File: src/rtl/aes_pkcs7_framer.sv
// aes_pkcs7_framer: builds the input stream for the iterative AES-128 ECB core.
// Each packet goes out as four key words, then the plaintext, then PKCS#7
// padding up to the next 16-byte boundary. tlast marks the final padded beat.
module aes_pkcs7_framer #(
   parameter int AXIS_WIDTH = 32
) (
   input  logic                    Clk,
   input  logic                    Rst_n,
   input  logic [127:0]            Key,
   input  logic [AXIS_WIDTH-1:0]   S_axis_tdata,
   input  logic [AXIS_WIDTH/8-1:0] S_axis_tkeep,
   input  logic                    S_axis_tvalid,
   output logic                    S_axis_tready,
   input  logic                    S_axis_tlast,
   output logic [AXIS_WIDTH-1:0]   M_axis_tdata,
   output logic [AXIS_WIDTH/8-1:0] M_axis_tkeep,
   output logic                    M_axis_tvalid,
   input  logic                    M_axis_tready,
   output logic                    M_axis_tlast
);

   typedef enum logic [3:0] {
      ST_IDLE    = 4'b0001,
      ST_KEY_OUT = 4'b0010,
      ST_DATA    = 4'b0100,
      ST_PAD     = 4'b1000
   } state_t;

   state_t        state;
   logic [127:0]  key_reg;
   logic [1:0]    key_cnt;
   logic [1:0]    word_idx;
   logic [2:0]    pad_cnt;
   logic [4:0]    pad_n;

   logic [2:0]    lane_v;
   logic [4:0]    n_calc;
   logic [31:0]   last_data;
   logic          block_full_end;

   // Number of valid leading byte lanes; a hole in tkeep ends the valid run.
   function automatic logic [2:0] lead_ones(input logic [3:0] keep);
      logic [2:0] cnt;
      logic       run;
      cnt = 3'd0;
      run = 1'b1;
      for (int i = 0; i < 4; i++) begin
         run = run & keep[i];
         cnt = cnt + {2'b00, run};
      end
      return cnt;
   endfunction

   // PKCS#7 pad byte: bytes missing to the block end, a full extra block when aligned.
   function automatic logic [4:0] pad_value(input logic [1:0] wi, input logic [2:0] v);
      logic [4:0] used;
      used = {1'b0, wi, 2'b00} + {2'b00, v};
      return (used == 5'd16) ? 5'd16 : 5'd16 - used;
   endfunction

   // Pad byte and merged last beat, derived from the tlast beat currently offered.
   always_comb begin
      lane_v    = lead_ones(S_axis_tkeep);
      n_calc    = pad_value(word_idx, lane_v);
      last_data = S_axis_tdata;
      for (int i = 0; i < 4; i++) begin
         if (3'(i) >= lane_v) begin
            last_data[8*i +: 8] = {3'b000, n_calc};
         end
      end
      block_full_end = (lane_v != 3'd4) && (word_idx == 2'd3);
   end

   // Output muxing: key words, pass-through data, or pad words; idle drives zeros.
   always_comb begin
      M_axis_tvalid = 1'b0;
      M_axis_tdata  = '0;
      M_axis_tlast  = 1'b0;
      S_axis_tready = 1'b0;
      unique case (state)
         ST_KEY_OUT: begin
            M_axis_tvalid = 1'b1;
            M_axis_tdata  = key_reg[{key_cnt, 5'b00000} +: 32];
         end
         ST_DATA: begin
            M_axis_tvalid = S_axis_tvalid;
            S_axis_tready = M_axis_tready;
            M_axis_tdata  = S_axis_tlast ? last_data : S_axis_tdata;
            M_axis_tlast  = S_axis_tlast && block_full_end;
         end
         ST_PAD: begin
            M_axis_tvalid = 1'b1;
            M_axis_tdata  = {4{3'b000, pad_n}};
            M_axis_tlast  = (pad_cnt == 3'd1);
         end
         default: ;
      endcase
      M_axis_tkeep = M_axis_tvalid ? 4'hF : 4'h0;
   end

   // Packet sequencing: key latch, key word count, block position and pad countdown.
   always_ff @(posedge Clk) begin
      if (!Rst_n) begin
         state    <= ST_IDLE;
         key_reg  <= '0;
         key_cnt  <= 2'd0;
         word_idx <= 2'd0;
         pad_cnt  <= 3'd0;
         pad_n    <= 5'd0;
      end else begin
         unique case (state)
            ST_IDLE: begin
               if (S_axis_tvalid) begin
                  key_reg <= Key;
                  key_cnt <= 2'd0;
                  state   <= ST_KEY_OUT;
               end
            end
            ST_KEY_OUT: begin
               if (M_axis_tready) begin
                  key_cnt <= key_cnt + 2'd1;
                  if (key_cnt == 2'd3) begin
                     word_idx <= 2'd0;
                     state    <= ST_DATA;
                  end
               end
            end
            ST_DATA: begin
               if (S_axis_tvalid && M_axis_tready) begin
                  word_idx <= word_idx + 2'd1;
                  if (S_axis_tlast) begin
                     if (block_full_end) begin
                        state <= ST_IDLE;
                     end else begin
                        pad_n   <= n_calc;
                        pad_cnt <= (lane_v == 3'd4 && word_idx == 2'd3) ? 3'd4
                                                                        : {1'b0, 2'd3 - word_idx};
                        state   <= ST_PAD;
                     end
                  end
               end
            end
            ST_PAD: begin
               if (M_axis_tready) begin
                  pad_cnt <= pad_cnt - 3'd1;
                  if (pad_cnt == 3'd1) begin
                     state <= ST_IDLE;
                  end
               end
            end
            default: state <= ST_IDLE;
         endcase
      end
   end

endmodule

File: config.mk
export PLATFORM = sky130hd
export DESIGN_NAME = aes_pkcs7_framer
export DESIGN_NICKNAME = d
export VERILOG_FILES = /design/src/rtl/aes_pkcs7_framer.sv
export SDC_FILE = /design/constraint.sdc
export NUM_CORES = 1
export LEC_CHECK = 0
export ABC_AREA = 1
export ABC_CLOCK_PERIOD_IN_PS = 8100
export CAP_MARGIN = 20
export CORE_MARGIN = 1.5
export CORE_UTILIZATION = 35
export CTS_CLUSTER_SIZE = 40
export DETAILED_ROUTE_END_ITERATION = 8
export GPL_ROUTABILITY_DRIVEN = 0
export HOLD_SLACK_MARGIN = 0.03
export PLACE_DENSITY_LB_ADDON = 0.3
export SYNTH_ARGS = -nofsm -noshare
export SYNTH_HDL_FRONTEND = slang
export SYNTH_SLANG_ARGS = --single-unit
File: constraint.sdc
create_clock -name Clk -period 8.1 [get_ports Clk]
set_input_delay 1.215 -clock Clk [delete_from_list [all_inputs] [get_ports Clk]]
set_output_delay 1.215 -clock Clk [all_outputs]
set_load 0.05 [all_outputs]
-- Yosys cells after proc, flatten, opt, wreduce, memory -nomap -nowiden
Cells that the tools add are included.
- register bits after elaboration: 144
- input bits: 169
- output and inout bits: 39
- word-level logic and storage cells: 89
- add/sub/neg operators: 9
- $lt $le $gt $ge: 4
- equal/unequal tests: 18
- shift operators: 1
- mux-type cells: 33
- bitwise operators: 4
- reductions and logical operators: 14
- operators by type and width (cell ; count):
    variable part select 128 x 8 -> 32 bit ; 1
    one-hot mux 32 bit (3 select lines) ; 1
    two-way mux 4 bit ; 9
    two-way mux 32 bit ; 1
    two-way mux 8 bit ; 4
    != test 2 bit (second input constant) ; 8
    one-hot mux 4 bit (4 select lines) ; 1
    two-way mux 3 bit ; 5
    two-way mux 2 bit ; 5
    one-hot mux 2 bit (2 select lines) ; 2
    AND reduction 4 bit ; 2
    AND reduction 7 bit ; 1
    >= comparator 1 x 3 -> 1 bit (first input constant) ; 2
    >= comparator 2 x 3 -> 1 bit (first input constant) ; 2
    one-hot mux 3 bit (2 select lines) ; 1
    nonzero test 2 bit ; 3
    adder 4 x 3 -> 5 bit ; 1
    == test 5 bit (second input constant) ; 1
    two-way mux 5 bit ; 1
    AND reduction 5 bit ; 1
    subtractor 5 bit (first input constant) ; 1
    adder 2 x 1 -> 2 bit (second input constant) ; 2
    == test 2 bit (second input constant) ; 2
    == test 4 x 1 -> 1 bit (second input constant) ; 1
    other kinds (19) ; 25

-- Depth between registers and ports, before layout
Gate-level depths: netlist of run 1.
- word-level depth: 11
- gate-level depth with buffers: 16
- mapped depth without buffers: 16

-- Least setup slack after synthesis of run 1
OpenSTA, ideal clock, no wires.
- path kind: input-to-output
- from: input port S_axis_tkeep[2]
- to: output port M_axis_tdata[26]
- arrival time: 3.767 ns
- required time: 6.885 ns
- path slack: 3.118 ns
- stages on the path: 11
- path through: and3_1 > and2_1 > ha_1 > ha_1 > ha_1 > ha_1 > ha_1 > inv_1 > nand4_1 > nand2_1 > o211ai_1
- word-level cells in the longest chain between the ends: 9
- ends and longest elaborated chain (what ; RTL line ; source):
    from (decl) ; 11 ; input logic [AXIS_WIDTH/8-1:0] S_axis_tkeep,
    bitwise AND 1 bit (*) ; 48 ; run = run & keep[i];
    adder 2 x 1 -> 3 bit / bitwise AND 1 bit (equally long branches) ; 49, 48 ;
    adder 3 x 1 -> 3 bit (*) ; 49 ; cnt = cnt + {2'b00, run};
    adder 4 x 3 -> 5 bit ; 57 ; used = {1'b0, wi, 2'b00} + {2'b00, v};
    subtractor 5 bit / == test 5 bit (equally long branches) ; 58 ; return (used == 5'd16) ? 5'd16 : 5'd16 - used;
    two-way mux 5 bit ; 58 ;
    two-way mux 8 bit (*) ; 67 ; if (3'(i) >= lane_v) begin
    two-way mux 32 bit (*) ; 88 ; M_axis_tdata = S_axis_tlast ? last_data : S_axis_tdata;
    one-hot mux 32 bit (3 select lines) (*) ; 80 ; unique case (state)
    to (decl) ; 15 ; output logic [AXIS_WIDTH-1:0] M_axis_tdata,
Mark *: on every way between the ends. The rest lies on a longest branch, timed or not.

-- Worst setup path after layout of run 1
- from: input port S_axis_tkeep[0]
- to: output port M_axis_tdata[19]
- word-level cells in the longest chain between the ends: 10
- ends and longest elaborated chain (what ; RTL line):
    bitwise AND 1 bit ; 48
    adder 1 x 1 -> 2 bit / bitwise AND 1 bit (equally long branches) ; 49, 48
    adder 2 x 1 -> 3 bit / bitwise AND 1 bit (equally long branches) ; 49, 48
    adder 3 x 1 -> 3 bit (*) ; 49
    adder 4 x 3 -> 5 bit ; 57
    subtractor 5 bit / == test 5 bit (equally long branches) ; 58
    two-way mux 5 bit ; 58
    two-way mux 8 bit (*) ; 67
    two-way mux 32 bit (*) ; 88
    one-hot mux 32 bit (3 select lines) (*) ; 80
Marks and branches as above.

==> results of run 1 <==
[path summary, 6_finish.rpt]
kind                 endpoint  slack (ns)            start  cells after the start
max reg2reg        key_reg[8]        5.47         state[2]                      5
min              key_reg[113]        0.44     key_reg[113]                      2
max          M_axis_tdata[19]        2.00  S_axis_tkeep[0]                     15
min reg2reg      key_reg[113]        0.44     key_reg[113]                      2
[final cells by class]
cell class	count	area, µm²
Clock buffer	18	429.2
Clock inverter	14	131.4
Fill cell	2107	10520
Inverter	167	626.9
Multi-Input combinational cell	640	3253
Sequential cell	144	2887
Tap cell	270	337.8
Timing Repair Buffer	213	2115
[where the power goes]
part	switching [mW]	internal [mW]
combinational	0.196	0.146
clock	0.324	0.427
sequential	0.0322	0.790
[worst max-delay path, stage by stage]
cell	delay [ns]
clkdlybuf4s50_1	0.48
and3_1	0.21
and2_1	0.14
ha_1	0.29
ha_1	0.24
ha_1	0.26
ha_1	0.21
ha_1	0.30
inv_1	0.07
nand4_1	0.17
nand3_1	0.20
inv_1	0.12
nand2_1	0.07
nand4_1	0.11
clkdlybuf4s50_1	0.80
[synthesized netlist by cell type, types with 3 or more instances]
| library cell | n | area [µm²] |
|---|---|---|
| a21oi_1 | 208 | 1041 |
| o21ai_0 | 168 | 840.8 |
| inv_1 | 162 | 608.1 |
| dfxtp_1 | 144 | 2883 |
| nand2_1 | 95 | 356.6 |
| nand3_1 | 51 | 255.2 |
| o21ai_1 | 38 | 190.2 |
| nor2_1 | 26 | 97.59 |
| buf_6 | 25 | 281.5 |
| clkbuf_1 | 24 | 90.09 |
| buf_2 | 13 | 65.06 |
| ha_1 | 11 | 137.6 |
| nand4_1 | 11 | 68.82 |
| o211ai_1 | 6 | 45.04 |
| buf_4 | 5 | 37.54 |
| inv_2 | 5 | 18.77 |
| nor2_2 | 5 | 31.28 |
| buf_1 | 4 | 15.01 |
| nand2_2 | 3 | 18.77 |
| o22ai_1 | 3 | 18.77 |
[through the flow]
stage / hold slack, ns / setup slack (ns) / utilization, % / instance area (µm²) / cells
after global routing: 0.4586 / 1.809 / 48.18 / 9779 / 1466
after floorplan: 0.4200 / 3.118 / - / 7252 / 1022
after global placement: 0.4298 / 2.176 / 45.41 / 9219 / 1434
after CTS: 0.4456 / 2.059 / 48.18 / 9779 / 1466
after detailed placement: 0.4364 / 2.074 / 45.41 / 9219 / 1434
final: 0.4415 / 1.995 / 48.18 / 9779 / 1466
[kinds of logic (layout without fill, tap and decap cells)]
family | count (synthesis) | after routing | synth area share [%]
AOI/OAI and AO/OA | 426 | 426 | 29.76
xor gates and xnor gates | 2 | 2 | 0.2416
adders and majority gates | 12 | 12 | 2.174
buffers and inverters | 238 | 412 | 15.39
DFF | 144 | 144 | 39.75
and+or+nand+nor | 200 | 200 | 12.68
[layer usage]
layer  share of wire (%)  GRT usage (%)  vias to the layer above
met1                  43          26.93                     3237
met2                  48          36.60                      230
met3                 7.1          5.652                       25
met4                 1.5          6.550                        0
li1                    -              -                     3712
met5                   0              0                        -
==> results.tsv, run 1 <==
stage	metric	value	unit
sta	finalSetupViolCount	0	
clock_network	cts-buffers-inserted	17	
routing	via_per_inst	4.914	
clock_network	insertion_delay	0.42	ns
critical_path	required	6.88	ns
clock_network	ctsLongestPathBuffers	2	
hold_path	hold_path_class	flip-flop to flip-flop	
clock_network	cts-hold-fix-buffers	0	
sta	finalSetupTns	0	ns
critical_path	cp-end-kind	output pin	
sta	fin_skew	0.006697	ns
critical_path	cp-start-kind	input pin	
clock_network	clkTransAtPathRegs	0.06	ns
global_routing	grt_max_degree	99	
sta	layout_min_cycle_time	6.105	ns
floorplanning	die_height	146.9	µm
clock_network	cts_sinks	144	
routing	avgRoutedWirePerCell	15.81	µm
sta	hold_viol	0	
placement	port-buffer-count	207	
floorplanning	coreArea	0.02030	mm²
sta	worst_pin_slew	1.012	ns
logic_synthesis	synth_seq_area_share	39.75	%
flow_run	cap_violations	0	
final_layout	n_antenna_cell	0	
sta	max_freq	163.8	MHz
power_and_ir_drop	ir_drop	0.0001408	V
logic_synthesis	ys_async_sr_fraction	0	%
logic_synthesis	yosysUniqueCellTypes	33	
final_layout	layout.nets	1364	
global_routing	antenna_found_initial	0	
status	outcome	finished, final reports clean	
routing	wl	23180	µm
global_routing	grt_pass1_wl	35850	µm
routing	ant_nets	0	
global_routing	grt_pass1_vias	6788	
power_and_ir_drop	powerDensity	195.8	mW/mm²
critical_path	critPathMaxFanout	5	
power_and_ir_drop	static-leakage-power	3.835	nW
logic_synthesis	syn_nets	1203	
sta	fin_crit_sh	75.37	%
logic_synthesis	synth_area_per_cell	7.096	µm²
logic_synthesis	synth_edf_count	0	
final_layout	area_delta_synth_final	34.85	%
critical_path	cp_data_arrival_time	4.89	ns
logic_synthesis	synth_flop_cell	dfxtp_1	
final_layout	drive_gt1_share	4.849	%
floorplanning	pin_count	208	
routing	vias	7204	
clock_network	cts_root_buffer	clkbuf_16	
critical_path	crit_type	input pin to output pin	
clock_network	cts_tree	built	
clock_network	cts_resized	0	
logic_synthesis	yosysWarnings	0	
clock_network	cts_setup_buffers	0	
floorplanning	initial_core_util	35.72	%
logic_synthesis	netlist_area	0.007252	mm²
floorplanning	die-area	0.02159	mm²
clock_network	htree_levels	4	
global_routing	grt-ovfl-total	0	
sta	slew-limit-headroom	32.31	%
logic_synthesis	synth-seq-cells	144	
sta	rsz0062_at_grt	false	
final_layout	largest_reg_flops	128	
final_layout	final_cell_mix	a21oi_1, clkdlybuf4s50_1, o21ai_0, inv_1, dfxtp_1	
sta	final_max_slew_viol_count	0	
global_routing	grt_use_total	21.62	%
routing	drtIter0Drc	529	
routing	drtPass1Iterations	5	
floorplanning	die_width	146.9	µm
routing	drc_errors	0	
power_and_ir_drop	finalPower	1.915	mW
placement	hpwl	16850	µm
final_layout	final_common_cell	a21oi_1	
floorplanning	rows	52	
logic_synthesis	syn-instance-count	1022	
No activity file was read; power rests on OpenSTA's default activity.
==> run 2: changes to the inputs <==
ABC_CLOCK_PERIOD_IN_PS = 5550   (was 8100)
clock period = 5.55 ns   (was 8.1 ns; I/O delays follow)
==> run 2 against run 1 <==
Compared with the run above:
- worst setup slack got worse by 1.7 ns
- sequential power rose by 46%
- critical path depth did not move
- clock power rose by 60%
- power rose by 51%
- core utilization rose by 0.38 points
- sequential share of layout area fell by 0.23 points
- combinational power rose by 46%
- largest cell class unchanged
- cell area rose by 0.79%
- non-clock buffer count rose by 1
- highest routed layer is now met5
- via count rose by 0.72%
==> results.tsv, run 2 (synthesis results as in run 1) <==
stage	metric	value	unit	change
placement	place_area	0.009236	mm²	+0.19%
sta	finalSetupTns	0	ns	unchanged
routing	ant_nets	0		unchanged
sta	max_freq	189.0	MHz	
clock_network	ctsLongestPathBuffers	2		unchanged
sta	fin_crit_sh	95.32	%	
final_layout	drive_gt1_share	5.013	%	+0.16 points
clock_network	htree_levels	4		unchanged
routing	drc_errors	0		unchanged
final_layout	layout.nets	1365		+0.073%
clock_network	cts_resized	0		unchanged
final_layout	final_common_cell	a21oi_1		
power_and_ir_drop	static-leakage-power	3.885	nW	+1.3%
clock_network	cts_sinks	144		unchanged
final_layout	fin_area	0.009857	mm²	+0.79%
floorplanning	die-area	0.02159	mm²	unchanged
critical_path	required	4.72	ns	-2.16 ns
floorplanning	die_width	146.9	µm	unchanged
floorplanning	rows	52		unchanged
global_routing	grt_max_degree	135		+36%
final_layout	seq_area	0.002887	mm²	unchanged
sta	worst_pin_slew	0.8071	ns	-0.2046 ns
routing	drtPass1Iterations	5		unchanged
power_and_ir_drop	ir_drop	0.0002136	V	+52%
global_routing	grt_use_total	21.32	%	-0.30 points
sta	rsz0062_at_grt	false		
hold_path	hold_path_class	flip-flop to flip-flop		
final_layout	final_cell_mix	a21oi_1, clkdlybuf4s50_1, o21ai_0, inv_1, dfxtp_1		
final_layout	multiInputGateArea	0.003253	mm²	unchanged
critical_path	r2r_slack	3.22	ns	-2.25 ns
power_and_ir_drop	finalPower	2.900	mW	+51%
placement	hpwl	17030	µm	+1.1%
floorplanning	coreArea	0.02030	mm²	unchanged
sta	final_max_slew_viol_count	0		unchanged
routing	drtIter0Drc	364		-31%
floorplanning	initial_core_util	35.72	%	unchanged
clock_network	insertion_delay	0.42	ns	about the same
status	outcome	finished, final reports clean		
routing	wl	23390	µm	+0.91%
routing	via_per_inst	4.943		+0.58%
sta	slew-limit-headroom	46.19	%	+14 points
critical_path	crit_type	input pin to output pin		
critical_path	cp-start-kind	input pin		
global_routing	grt_pass1_vias	6530		-3.8%
clock_network	cts_tree	built		
sta	hold_viol	0		unchanged
final_layout	largest_reg_flops	128		unchanged
clock_network	cts_setup_buffers	0		unchanged
power_and_ir_drop	powerDensity	294.2	mW/mm²	+50%
final_layout	fill_cells	2081		-1.2%
clock_network	cts_root_buffer	clkbuf_16		
sta	finalSetupViolCount	0		unchanged
global_routing	grt-ovfl-total	0		unchanged
final_layout	final_cells	1468		+0.14%
final_layout	fin_util	48.56	%	+0.38 points
placement	port-buffer-count	207		unchanged
final_layout	area_delta_synth_final	35.92	%	
clock_network	clkTransAtPathRegs	0.06	ns	about the same
clock_network	cts-buffers-inserted	17		unchanged
global_routing	grt_pass1_wl	35060	µm	-2.2%
sta	fin_skew	0.004605	ns	-0.002093 ns
routing	vias	7256		+0.72%
flow_run	cap_violations	0		unchanged
routing	avgRoutedWirePerCell	15.94	µm	+0.77%
critical_path	cp_data_arrival_time	4.46	ns	-0.43 ns
global_routing	antenna_found_initial	2		+2
placement	placed_cells	1435		+0.070%
floorplanning	die_height	146.9	µm	unchanged
critical_path	cp-end-kind	output pin		
floorplanning	pin_count	208		unchanged
critical_path	critPathMaxFanout	5		unchanged
clock_network	cts-hold-fix-buffers	0		unchanged
sta	layout_min_cycle_time	5.290	ns	
run 2: worst paths after layout:
check                                      from          endpoint  cells after the start
worst min-delay path                key_reg[62]       key_reg[62]                      2
worst max-delay path            S_axis_tkeep[0]  M_axis_tdata[19]                     15
worst min register to register      key_reg[62]       key_reg[62]                      2
worst max register to register         state[2]        key_reg[6]                      5
run 2: power breakdown:
group          internal, mW  total (mW)  switching, mW
logic                 0.216       0.501          0.285
registers              1.15        1.20         0.0484
clock network         0.730        1.20          0.468
total                  2.10        2.90          0.802
run 2: worst max-delay path, stage by stage:
cell             delay (ns)
clkdlybuf4s50_1        0.47
and3_1                 0.21
and2_1                 0.14
ha_1                   0.29
ha_1                   0.23
ha_1                   0.26
ha_1                   0.21
ha_1                   0.30
inv_1                  0.08
nand4_1                0.16
nand3_1                0.19
inv_1                  0.12
nand2_1                0.05
nand4_1                0.12
clkdlybuf4s50_1        0.81
run 2: per-layer routing:
layer / vias to the layer above / part of all wire (%) / global-route usage [%]
li1: 3724 / - / -
met1: 3254 / 44 / 26.31
met2: 243 / 47 / 36.11
met3: 33 / 6.9 / 5.559
met4: 2 / 2.1 / 7.150
met5: - / 0.056 / 0
run 2: metrics by stage:
stage	hold slack (ns)	setup WS (ns)
finish	0.4424	0.2599
detailed placement	0.4337	0.3212
floorplan	0.4200	1.333
global route	0.4579	0.08395
global placement	0.4309	0.4081
CTS	0.4443	0.3078
run 2: layout make-up:
class | instances | area share, %
sequential | 144 | 29.28
clock inverter | 13 | 1.777
clock buffer | 19 | 4.494
inverter | 167 | 6.359
multi-input combinational | 640 | 33.00
antenna | 1 | 0.02539
tap | 270 | 3.427
timing repair buffer | 214 | 21.63
==> run 3: changes to the inputs <==
CTS_BUF_LIST = sky130_fd_sc_hd__clkbuf_4 sky130_fd_sc_hd__clkbuf_8   (was unset)
==> run 3 against run 2 <==
Compared with the run above:
- hold slack gained 0.0031 ns
- power down 10%
- worst setup slack lost 0.0075 ns
- critical endpoint unchanged
- sequential power is essentially flat
- register-to-register slack about the same
- combinational power hardly changed
- final cell count did not move
- critical path depth stayed put
- core utilization shrank 0.92 points
- count of clock-buffer cells in the layout stayed put
- clock power decreased by 25%
==> results.tsv, run 3 (synthesis results as in run 1) <==
stage	metric	value	unit	change
clock_network	cts_setup_buffers	0		unchanged
global_routing	grt_max_degree	135		unchanged
final_layout	largest_reg_flops	128		unchanged
floorplanning	pin_count	208		unchanged
power_and_ir_drop	powerDensity	269.3	mW/mm²	-8.5%
routing	drc_errors	0		unchanged
routing	avgRoutedWirePerCell	15.93	µm	about the same
sta	finalSetupViolCount	0		unchanged
clock_network	htree_levels	4		unchanged
global_routing	grt_pass1_vias	6524		-0.092%
global_routing	grt_use_total	21.33	%	about the same
routing	via_per_inst	4.960		+0.36%
critical_path	cp_data_arrival_time	4.47	ns	about the same
clock_network	cts_sinks	144		unchanged
sta	final_max_slew_viol_count	0		unchanged
critical_path	r2r_slack	3.22	ns	about the same
global_routing	grt-ovfl-total	0		unchanged
clock_network	clkTransAtPathRegs	0.08	ns	+0.02 ns
floorplanning	die-area	0.02159	mm²	unchanged
sta	slew-limit-headroom	46.15	%	about the same
placement	hpwl	17030	µm	unchanged
critical_path	path_common_cell	ha_1		
clock_network	cts_tree	built		
power_and_ir_drop	ir_drop	0.0001365	V	-36%
sta	rsz0062_at_grt	false		
clock_network	cts-buffers-inserted	17		unchanged
flow_run	cap_violations	0		unchanged
sta	fin_skew	0.007417	ns	+0.002812 ns
sta	max_freq	188.8	MHz	-0.14%
floorplanning	initial_core_util	35.72	%	unchanged
sta	finalSetupTns	0	ns	unchanged
critical_path	path_cells	clkdlybuf4s50_1 > and3_1 > and2_1 > ha_1 > ha_1 > ha_1 > ha_1 > ha_1 > inv_1 > nand4_1 > nand3_1 > inv_1 > nand2_1 > nand4_1 > clkdlybuf4s50_1		
critical_path	cp-start-kind	input pin		
critical_path	crit_slowest_cell	clkdlybuf4s50_1		
global_routing	use_met3	6.025	%	+0.47 points
routing	drtIter0Drc	457		+26%
global_routing	busiest_layer	met2		
hold_path	hold_path_class	flip-flop to flip-flop		
final_layout	final_cell_mix	a21oi_1, clkdlybuf4s50_1, o21ai_0, inv_1, dfxtp_1		
critical_path	critPathMaxFanout	5		unchanged
placement	place_ws	0.3212	ns	unchanged
power_and_ir_drop	static-leakage-power	3.801	nW	-2.2%
floorplanning	coreArea	0.02030	mm²	unchanged
sta	setup_ws	0.2524	ns	-0.007477 ns
routing	ant_nets	0		unchanged
clock_network	cts-hold-fix-buffers	0		unchanged
sta	layout_min_cycle_time	5.298	ns	+0.007477 ns
clock_network	ctsLongestPathBuffers	2		unchanged
status	outcome	finished, final reports clean		
critical_path	crit_type	input pin to output pin		
final_layout	area_delta_synth_final	33.33	%	
global_routing	grt_pass1_wl	35010	µm	-0.14%
final_layout	layout.nets	1365		unchanged
final_layout	drive_gt1_share	5.096	%	+0.084 points
global_routing	use_met1	26.54	%	+0.23 points
global_routing	antenna_found_initial	2		unchanged
clock_network	cts_resized	0		unchanged
floorplanning	die_height	146.9	µm	unchanged
global_routing	grt_util_met2	35.71	%	-0.40 points
routing	vias	7282		+0.36%
sta	worst_pin_slew	0.8077	ns	+0.0006223 ns
sta	fin_crit_sh	95.45	%	+0.13 points
sta	hold_viol	0		unchanged
final_layout	final_common_cell	a21oi_1		
critical_path	cp-end-kind	output pin		
routing	wl	23390	µm	about the same
clock_network	insertion_delay	0.45	ns	+0.03 ns
critical_path	required	4.72	ns	about the same
routing	drtPass1Iterations	5		unchanged
floorplanning	rows	52		unchanged
critical_path	max_stage_delay	0.81	ns	about the same
floorplanning	die_width	146.9	µm	unchanged
clock_network	cts_root_buffer	clkbuf_8		
final_layout	fin_util	47.63	%	-0.92 points
placement	port-buffer-count	207		unchanged
==> run 3: worst max-delay path, delay by kind of cell <==
| kind | cells | cell delay (ns) |
|---|---|---|
| AND/OR/NAND/NOR | 6 | 0.87 |
| buffers and inverters | 4 | 1.48 |
| adder cells (fa/ha/maj) | 5 | 1.29 |
==> run 3: worst paths after layout <==
path	start	to	cells past startpoint
setup / recovery	S_axis_tkeep[0]	M_axis_tdata[19]	15
setup reg to reg	state[2]	key_reg[6]	5
hold reg to reg	key_reg[27]	key_reg[27]	2
hold / removal	key_reg[27]	key_reg[27]	2
==> run 3: metal layers <==
layer / routed length, µm / vias up / part of all wire, %
met4: 450 / 2 / 1.9
met1: 10090 / 3281 / 43
met5: 10 / - / 0.043
met2: 11090 / 257 / 47
li1: - / 3715 / -
met3: 1745 / 27 / 7.5
==> run 3: final cells by class <==
cell class,count,area (µm²)
clock buffers,19,255.2
diodes,1,2.502
well taps,270,337.8
clock inverters,13,175.2
multi-input cells,640,3253
repair buffers,214,2132
flip-flops and latches,144,2887
inverters,167,626.9
fillers,2086,10630
==> run 3: where the power goes <==
group / leakage (nW) / switching, mW / internal, mW / total, mW
clock: 0.217 / 0.432 / 0.472 / 0.904
sequential: 1.19 / 0.0483 / 1.15 / 1.20
combinational: 2.39 / 0.285 / 0.216 / 0.501
==> run 3: per-stage QoR <==
step	instances	hold WS, ns	total power [mW]	area (µm²)
finish	1468	0.4455	2.604	9669
global route	1468	0.4612	2.741	9669
CTS	1467	0.4470	2.625	9667
detailed placement	1435	0.4337	1.726	9236
global placement	1435	0.4309	1.715	9236
floorplan	1022	0.4200	1.552	7252
